--- config.mk ---
export PLATFORM = sky130hd
export DESIGN_NAME = systolic_a_skew_feeder_flat
export DESIGN_NICKNAME = d
export VERILOG_FILES = /design/src/rtl/systolic_a_skew_feeder_if.sv /design/src/rtl/systolic_a_skew_feeder.sv /design/src/flat_wrapper.sv
export SDC_FILE = /design/constraint.sdc
export NUM_CORES = 1
export LEC_CHECK = 0
export CORE_AREA = 2 2 233 235
export CTS_CLUSTER_DIAMETER = 120
export CTS_CLUSTER_SIZE = 20
export DETAILED_ROUTE_END_ITERATION = 8
export DIE_AREA = 0 0 235 237
export GPL_TIMING_DRIVEN = 1
export PLACE_DENSITY = 0.93
export SETUP_SLACK_MARGIN = 0.2
export SYNTH_ARGS = -nofsm -noshare
export SYNTH_HDL_FRONTEND = slang
export SYNTH_SLANG_ARGS = --single-unit
--- constraint.sdc ---
create_clock -name clk -period 4.25 [get_ports clk]
set_clock_uncertainty 0.2 [all_clocks]
set_input_delay 1.275 -clock clk [delete_from_list [all_inputs] [get_ports clk]]
set_output_delay 1.275 -clock clk [all_outputs]
set_load 0.03 [all_outputs]
--- src/rtl/systolic_a_skew_feeder_if.sv ---
// Stream-side and array-side bundle of the systolic activation skew feeder.
// The master drives the activation stream; the slave (the feeder) drives the array rows.
interface systolic_a_skew_feeder_if #(
    parameter int ROW_NUM          = 16,
    parameter int INPUT_DATA_WIDTH = 8,
    parameter int CNT_WIDTH        = 16
);
    logic                                  s_valid;
    logic                                  s_ready;
    logic [ROW_NUM*INPUT_DATA_WIDTH-1:0]   s_data;
    logic                                  s_last;
    logic [ROW_NUM*INPUT_DATA_WIDTH-1:0]   a_bus;
    logic [ROW_NUM-1:0]                    en_bus;
    logic                                  tile_done;
    logic [CNT_WIDTH-1:0]                  tile_len;

    modport master (
        output s_valid, s_data, s_last,
        input  s_ready, a_bus, en_bus, tile_done, tile_len
    );

    modport slave (
        input  s_valid, s_data, s_last,
        output s_ready, a_bus, en_bus, tile_done, tile_len
    );
endinterface

--- src/rtl/systolic_a_skew_feeder.sv ---
// Skews one activation vector per cycle onto the array rows (row r delayed r cycles),
// tracks tile boundaries and reports the completed tile once its last element reaches the bottom row.
module systolic_a_skew_feeder #(
    parameter int ROW_NUM          = 16,
    parameter int INPUT_DATA_WIDTH = 8,
    parameter int CNT_WIDTH        = 16
) (
    input  logic                    clk,
    input  logic                    rstn,
    systolic_a_skew_feeder_if.slave feed_if
);
    localparam int W   = INPUT_DATA_WIDTH;
    localparam int DCW = (ROW_NUM > 1) ? $clog2(ROW_NUM) : 1;

    localparam logic [1:0] ST_IDLE   = 2'd0;
    localparam logic [1:0] ST_STREAM = 2'd1;
    localparam logic [1:0] ST_DRAIN  = 2'd2;

    logic [1:0]           state_q;
    logic [1:0]           state_d;
    logic [DCW-1:0]       drain_cnt_q;
    logic [DCW-1:0]       drain_cnt_d;
    logic [CNT_WIDTH-1:0] vec_cnt_q;
    logic [CNT_WIDTH-1:0] vec_cnt_d;
    logic [CNT_WIDTH-1:0] vec_cnt_inc_s;
    logic [CNT_WIDTH-1:0] tile_len_q;
    logic [CNT_WIDTH-1:0] tile_len_d;
    logic                 ready_s;
    logic                 xfer_s;
    logic [ROW_NUM*W-1:0] a_bus_s;
    logic [ROW_NUM-1:0]   en_bus_s;

    // Acceptance is blocked only while the skew pipeline drains the finished tile.
    assign ready_s       = (state_q != ST_DRAIN);
    assign xfer_s        = feed_if.s_valid && ready_s;
    assign vec_cnt_inc_s = (vec_cnt_q == {CNT_WIDTH{1'b1}}) ? vec_cnt_q
                                                            : vec_cnt_q + CNT_WIDTH'(1);

    // Tile FSM, drain countdown and saturating per-tile vector counter.
    always_comb begin
        state_d     = state_q;
        drain_cnt_d = drain_cnt_q;
        vec_cnt_d   = vec_cnt_q;
        tile_len_d  = tile_len_q;
        case (state_q)
            ST_IDLE, ST_STREAM: begin
                if (xfer_s) begin
                    vec_cnt_d = vec_cnt_inc_s;
                    if (feed_if.s_last) begin
                        state_d     = ST_DRAIN;
                        drain_cnt_d = DCW'(ROW_NUM - 1);
                        tile_len_d  = vec_cnt_inc_s;
                    end else begin
                        state_d = ST_STREAM;
                    end
                end else begin
                    state_d = state_q;
                end
            end
            ST_DRAIN: begin
                if (drain_cnt_q == {DCW{1'b0}}) begin
                    state_d   = ST_IDLE;
                    vec_cnt_d = {CNT_WIDTH{1'b0}};
                end else begin
                    drain_cnt_d = drain_cnt_q - DCW'(1);
                end
            end
            default: begin
                state_d     = ST_IDLE;
                drain_cnt_d = {DCW{1'b0}};
                vec_cnt_d   = {CNT_WIDTH{1'b0}};
            end
        endcase
    end

    // Control state registers.
    always_ff @(posedge clk or negedge rstn) begin
        if (!rstn) begin
            state_q     <= ST_IDLE;
            drain_cnt_q <= {DCW{1'b0}};
            vec_cnt_q   <= {CNT_WIDTH{1'b0}};
            tile_len_q  <= {CNT_WIDTH{1'b0}};
        end else begin
            state_q     <= state_d;
            drain_cnt_q <= drain_cnt_d;
            vec_cnt_q   <= vec_cnt_d;
            tile_len_q  <= tile_len_d;
        end
    end

    // Lane r holds r+1 stages; a non-transfer cycle injects a zero bubble so gaps keep the skew.
    for (genvar r = 0; r < ROW_NUM; r++) begin : g_lane
        logic [W-1:0] dat_q [0:r];
        logic [r:0]   en_q;

        // Shift this lane's data/enable chain every clock.
        always_ff @(posedge clk or negedge rstn) begin
            if (!rstn) begin
                for (int k = 0; k <= r; k++) begin
                    dat_q[k] <= {W{1'b0}};
                end
                en_q <= {(r + 1){1'b0}};
            end else begin
                dat_q[0] <= xfer_s ? feed_if.s_data[r*W +: W] : {W{1'b0}};
                en_q[0]  <= xfer_s;
                for (int k = 1; k <= r; k++) begin
                    dat_q[k] <= dat_q[k-1];
                    en_q[k]  <= en_q[k-1];
                end
            end
        end

        assign a_bus_s[r*W +: W] = dat_q[r];
        assign en_bus_s[r]       = en_q[r];
    end

    assign feed_if.s_ready   = ready_s;
    assign feed_if.a_bus     = a_bus_s;
    assign feed_if.en_bus    = en_bus_s;
    assign feed_if.tile_len  = tile_len_q;
    assign feed_if.tile_done = (state_q == ST_DRAIN) && (drain_cnt_q == {DCW{1'b0}});

endmodule

--- src/flat_wrapper.sv ---
// flat-port wrapper written by rule: the top's interface ports become plain ports
module systolic_a_skew_feeder_flat 
#(
    parameter int ROW_NUM          = 16,
    parameter int INPUT_DATA_WIDTH = 8,
    parameter int CNT_WIDTH        = 16
)
  (clk, rstn, feed_if_s_valid, feed_if_s_data, feed_if_s_last, feed_if_s_ready, feed_if_a_bus, feed_if_en_bus, feed_if_tile_done, feed_if_tile_len);
  systolic_a_skew_feeder_if #(.ROW_NUM(ROW_NUM), .INPUT_DATA_WIDTH(INPUT_DATA_WIDTH), .CNT_WIDTH(CNT_WIDTH)) feed_if_i ();
  input  logic clk;
  input  logic rstn;
  input wire logic [$bits(feed_if_i.s_valid)-1:0] feed_if_s_valid;
  input wire logic [$bits(feed_if_i.s_data)-1:0] feed_if_s_data;
  input wire logic [$bits(feed_if_i.s_last)-1:0] feed_if_s_last;
  output wire logic [$bits(feed_if_i.s_ready)-1:0] feed_if_s_ready;
  output wire logic [$bits(feed_if_i.a_bus)-1:0] feed_if_a_bus;
  output wire logic [$bits(feed_if_i.en_bus)-1:0] feed_if_en_bus;
  output wire logic [$bits(feed_if_i.tile_done)-1:0] feed_if_tile_done;
  output wire logic [$bits(feed_if_i.tile_len)-1:0] feed_if_tile_len;
  assign feed_if_i.s_valid = feed_if_s_valid;
  assign feed_if_i.s_data = feed_if_s_data;
  assign feed_if_i.s_last = feed_if_s_last;
  assign feed_if_s_ready = feed_if_i.s_ready;
  assign feed_if_a_bus = feed_if_i.a_bus;
  assign feed_if_en_bus = feed_if_i.en_bus;
  assign feed_if_tile_done = feed_if_i.tile_done;
  assign feed_if_tile_len = feed_if_i.tile_len;
  systolic_a_skew_feeder #(.ROW_NUM(ROW_NUM), .INPUT_DATA_WIDTH(INPUT_DATA_WIDTH), .CNT_WIDTH(CNT_WIDTH)) u_core (.clk(clk), .rstn(rstn), .feed_if(feed_if_i));
endmodule
## After elaboration in Yosys (flattened, before gate mapping)

Cells that the tools add are included.
W data, S select, Z words.

| storage, ports and cells | value |
|---|---|
| register bits after elaboration | 1262 |
| bits in latches | 0 |
| memory bits (writable) | 0 |
| bits in read-only memories | 0 |
| bits of input ports | 132 |
| output and inout port bits | 162 |
| logic and storage cells | 202 |
| memories | 0 |

| cells by class | value |
|---|---|
| $add $sub $neg | 2 |
| $mul | 0 |
| div/mod/pow operators | 0 |
| order comparisons | 0 |
| eq/ne operators | 8 |
| shift operators | 0 |
| mux-type cells | 28 |
| bitwise operators | 0 |
| reduce and logical (&&, ||, !) cells | 8 |

Operator list:

| operator | count |
|---|---|
| $mux W8 | 16 |
| $mux W16 | 3 |
| $pmux W16 S2 | 1 |
| $add A16 B1 Y16 const B | 1 |
| $eq A16 B16 Y1 const B | 1 |
| $mux W4 | 3 |
| $pmux W4 S2 | 1 |
| $mux W2 | 3 |
| $ne A2 B2 Y1 const B | 3 |
| $reduce_and A3 Y1 | 2 |
| $logic_not A4 Y1 | 1 |
| $ne A2 B1 Y1 const B | 2 |
| $pmux W2 S2 | 1 |
| $sub A4 B1 Y4 const B | 1 |
| $eq A2 B1 Y1 const B | 1 |
| $eq A2 B2 Y1 const B | 1 |
| $logic_and A1 B1 Y1 | 2 |
| $logic_not A2 Y1 | 1 |
| $reduce_and A2 Y1 | 1 |
| $reduce_or A2 Y1 | 1 |

## Depth between registers and ports, before layout

| depth | value |
|---|---|
| depth in word-level cells | 4 |
| depth in mapped cells | 7 |
| mapped depth without buffers | 6 |

## Least setup slack after synthesis

No wires, ideal clock.

| timing | value |
|---|---|
| path type | flip-flop to output port |
| start | register u_core.state_q[1] |
| end | output port feed_if_tile_done |
| data arrival time | 1.655 ns |
| data required time | 2.775 ns |
| setup slack | 1.120 ns |
| cell stages (with the launch flop) | 7 |
| buffers on the path | 4 |
| cell sequence | dfrtp_1 > buf_2 > nand2b_1 > buf_2 > clkbuf_1 > clkbuf_1 > nor2_1 |

| between the ends | value |
|---|---|
| word-level cells in the longest chain between the ends | 2 |

RTL lines:

| element | line | RTL |
|---|---|---|
| start: declaration | systolic_a_skew_feeder.sv:19 | `logic [1:0] state_q;` |
| start signal: assignment | systolic_a_skew_feeder.sv:84 | `state_q <= state_d;` |
| $eq A2 B2 Y1 | systolic_a_skew_feeder.sv:121 | `assign feed_if.tile_done = (state_q == ST_DRAIN) && (drain_cnt_q == {DCW{1'b0}});` |
| $logic_and A1 B1 Y1 | systolic_a_skew_feeder.sv:121 |  |
| end: declaration | flat_wrapper.sv:18 | `output wire logic [$bits(feed_if_i.tile_done)-1:0] feed_if_tile_done;` |

Every way passes these cells.

## Final worst setup path

| timing | value |
|---|---|
| start | register u_core.drain_cnt_q[0] |
| end | output port feed_if_tile_done |

| between the ends | value |
|---|---|
| word-level cells in the longest chain between the ends | 2 |

RTL lines:

| element | line | RTL |
|---|---|---|
| start: declaration | systolic_a_skew_feeder.sv:21 | `logic [DCW-1:0] drain_cnt_q;` |
| start signal: assignment | systolic_a_skew_feeder.sv:80 | `drain_cnt_q <= {DCW{1'b0}};` |
| start signal: assignment | systolic_a_skew_feeder.sv:85 | `drain_cnt_q <= drain_cnt_d;` |
| $logic_not A4 Y1 | systolic_a_skew_feeder.sv:121 |  |
| $logic_and A1 B1 Y1 | systolic_a_skew_feeder.sv:121 |  |

Every way passes these cells.

==> summary.md <==
| Metric | Value |
|---|---|
| Largest family of logic cells by synthesized area | `simple AND/OR/NAND/NOR gates` |
| Final setup viols | `0` |
| Total I/O pin count | `294` |
| Unrepaired setup endpoints after global routing | `no` |
| Critical path class | `flop to output port` |
| Die width | `approximately 240 µm` |
| Post-Syn Nets | `between 1500 and 2000` |
| Share of cells above drive strength 1 | `0.0689` |
| Internal | `16500 µW` |
| Final Hold Fails | `0` |
| Die Area | `0.0557 mm²` |
| Fin crit share | `0.908` |
| Gr usage total | `0.210` |
| Crit-path max FO | `4` |
| Fin crit period | `around 3.9 ns` |
| Core Box Area | `0.0533 mm²` |
| Least-Margin Pin Slew | `between 0.8 and 0.9 ns` |
| Worst Hold Path Cells | `0` |
| Seq cells post-synth | `1142` |
| Flop-to-flop setup slack | `about 1.7 ns` |
| Number of global-route vias before repair | `14900` |
| Adder-Cell Fraction of Synth Area | `0.00118` |
| Static leakage | `0.0183 µW` |
| P_sw | `5530 µW` |
| Clock Path Buffers | `3` |
| NumNets Final | `1987` |
| H-tree levels | `3` |
| Dpl hpwl | `32400 µm` |
| Port bufs | `293` |
| Post-route insts no fill | `between 2000 and 3000` |
| Largest net degree at the start of global routing | `131` |
| First-pass GRT wire length | `88100 µm` |
| CP endpoint kind | `output port` |
| Peak supply drop | `a little under 0.8 mV` |
| Clk root buf | `clkbuf_16` |
| Initial Util | `0.595` |
| Area of the mapped netlist | `0.0317 mm²` |
| CTS Buf Count | `67` |
| Worst EP required | `2.77 ns` |
| Initial detailed-routing violation count | `~870` |
| Hold Startpoint | `u_core.g_lane[10].dat_q[79]` |
| Post-Synth XOR/XNOR Area | `0.00166` |
| Post-Syn Instances | `around 1600` |
| Synth Warn # | `0` |
| Cell variety after synth | `56` |
| Multiplexer share of the synthesized area | `0.00130` |
| Combinational Power Share | `0.107` |
| CP startpoint | `u_core.drain_cnt_q[0]` |
| ANT nets after route | `0` |
| Min-Delay Endpoint | `u_core.g_lane[10].dat_q[71]` |
| Total Power | `22000 µW` |
| Pre-CTS setup slack | `0.785 ns` |
| Placed cells | `between 2000 and 2500` |
| Crit start category | `flop` |
| Worst min path class | `flop to flop` |
| Mean Syn Cell Area | `19.5 µm²` |
| Post-CTS Setup Inserts | `0` |
| Post-cts hold buffer count | `0` |
| Flop pwr share | `0.608` |
| Worst R2R Start | `u_core.vec_cnt_q[0]` |
| DIE HEIGHT | `roughly 240 µm` |
| FMAX | `259 MHz` |
| Via-to-Cell Ratio | `5.01` |
| Clock-pin slew on the worst setup and hold paths | `roughly 0.080 ns` |
| Switching Fraction | `0.252` |
| CTS sink cnt | `1142` |
| Router iterations before antenna repair | `5` |
| Post-CTS sizing | `1` |
| Clock share of power | `0.285` |
| Post-Route Setup TNS | `0 ns` |
| Grt total ovfl | `0` |
| Vias post-DR | `12800` |
| Slew margin rel. | `0.428` |
| Fill cells | `3099` |
| Final WL | `approximately 56000 µm` |
| Hold slack | `0.127 ns` |
| CTS tree | `built` |
| Cell row count | `85` |
| Synth Area in Simple Gates | `0.0424` |
| DR WL/cell | `21.7 µm` |
| Final WS setup | `~0.39 ns` |
| Maxcap violations | `0` |
| Status | `finished, final reports clean` |
| Post-synthesis sequential area ratio | `0.902` |
| Initial antenna violation count | `6` |
| Pwr dens | `approximately 600 mW/mm²` |
| Worst skew pair latency | `0.61 ns` |
| GPL Wtd Cong | `between 0.8 and 0.9` |
| R2R Path End | `u_core.feed_if.tile_len[14]` |
| Worst Path Arrival | `2.38 ns` |
| Syn-to-layout area delta | `15.5%` |
| Remaining DRCs | `0` |
| Max-slew violation count | `0` |
| Compound-gate portion of the synthesized area | `0.0154` |
| R2R depth | `5` |
-- worst max-delay path by stage --
stage | endpoint | slack, ns | cells after the start
after floorplan | feed_if_tile_done | 1.12 | 6
after global placement | feed_if_tile_done | 0.83 | 5
after detailed placement | feed_if_tile_done | 0.78 | 5
after CTS | feed_if_tile_done | 0.38 | 5
after global routing | feed_if_tile_done | 0.31 | 5
final | feed_if_tile_done | 0.39 | 5
-- cell families (layout without fill, tap and decap cells) --
group | Yosys count | in the layout
AO/OA/AOI/OAI | 71 | 71
AND/OR/NAND/NOR | 220 | 220
other | 0 | 6
adder cells (fa/ha/maj) | 3 | 3
XOR/XNOR | 6 | 6
buffers and inverters | 178 | 412
flip-flops | 1142 | 1142
multiplexers | 4 | 4
-- cells in the mapped netlist, drive strengths merged --
library cell / number / area, µm²
nand4: 9 / 92.6
and3: 129 / 807
o31ai: 4 / 30.0
a31o: 3 / 26.3
or3b: 1 / 8.76
dfrtp: 1142 / 28600
o21ai: 14 / 70.1
a211oi: 1 / 7.51
nand2: 25 / 93.8
and3b: 1 / 8.76
or4: 2 / 15.0
or2: 1 / 6.26
a41o: 2 / 20.0
mux2i: 3 / 30.0
a311o: 3 / 30.0
nand2b: 1 / 6.26
xor2: 3 / 26.3
nor2: 18 / 67.6
buf: 130 / 961
nand3: 8 / 45.0
nor2b: 1 / 6.26
a22oi: 1 / 7.51
and4: 4 / 35.0
mux2: 1 / 11.3
a21o: 1 / 7.51
clkbuf: 39 / 148
a2bb2oi: 1 / 8.76
or3: 1 / 6.26
nor3b: 1 / 7.51
o41ai: 2 / 25.0
and2: 4 / 25.0
a31oi: 11 / 68.8
a21oi: 13 / 65.1
ha: 3 / 37.5
inv: 9 / 33.8
o22a: 2 / 17.5
o22ai: 3 / 18.8
o311ai: 3 / 26.3
nor4: 7 / 71.3
o221ai: 1 / 8.76
a211o: 1 / 8.76
nor3: 7 / 40.0
a41oi: 2 / 17.5
o211ai: 3 / 22.5
xnor2: 3 / 26.3
-- power groups by stage --
stage               clock network, µW  registers (µW)  logic (µW)
detailed placement                  0           13500        2370
finish                           6260           13400        2360
global placement                    0           13300        2280
floorplan                           0           13300        1340
CTS                              6470           13400        2380
global route                     6930           13500        2540
-- critical path, stage by stage (launching register included) --
cell           delay, ns
dfrtp_1             0.40
inv_1               0.13
ha_1                0.22
or3b_2              0.52
nor2_1              0.12
dlygate4sd2_1       0.40
-- registers in the layout, indices dropped and copies added (netlist names) --
register                 cells
u_core.feed_if.tile_len     16
u_core.feed_if.a_bus       120
u_core.state_q               2
u_core.g_lane.en_q          16
u_core.drain_cnt_q           4
u_core.g_lane.dat_q        968
u_core.vec_cnt_q            16
-- placed cells by master, fill, tap and decap left out, types with 6 or more instances in the layout --
master and count:
dfrtp_1 1142, clkdlybuf4s50_1 290, and3_1 129, clkbuf_16 70, buf_4 28, nand2_1 25, nor2_1 18, o21ai_0 14
a21oi_1 13, a31oi_1 11, inv_1 8, buf_12 8, nand3_1 7, diode_2 6, nand4_1 6, nor3_1 6
-- metal layers --
layer / routed length, µm / global-route usage / up-vias
met2: 30000 / 0.363 / 352
li1: - / - / 5531
met4: 1430 / 0.0748 / 0
met1: 21300 / 0.266 / 6874
met3: 2750 / 0.0445 / 81
met5: 0 / 0 / -
-- metrics by stage --
step                      area, µm²   util
after global routing          36600  0.687
after global placement        34700  0.652
after detailed placement      34700  0.652
after CTS                     36600  0.686
after floorplan               31700      -
final                         36600  0.687
-- final cells by class --
cell class	count	area (µm²)	area share
tap	696	871	0.0238
inverter	9	33.8	0.000923
sequential	1142	28600	0.781
timing repair buffer	328	3300	0.0901
antenna	6	15.0	0.000410
clock buffer	70	1750	0.0479
clock inverter	5	73.8	0.00202
multi-input combinational	304	1970	0.0538
Power figures use the tool's default switching activity.
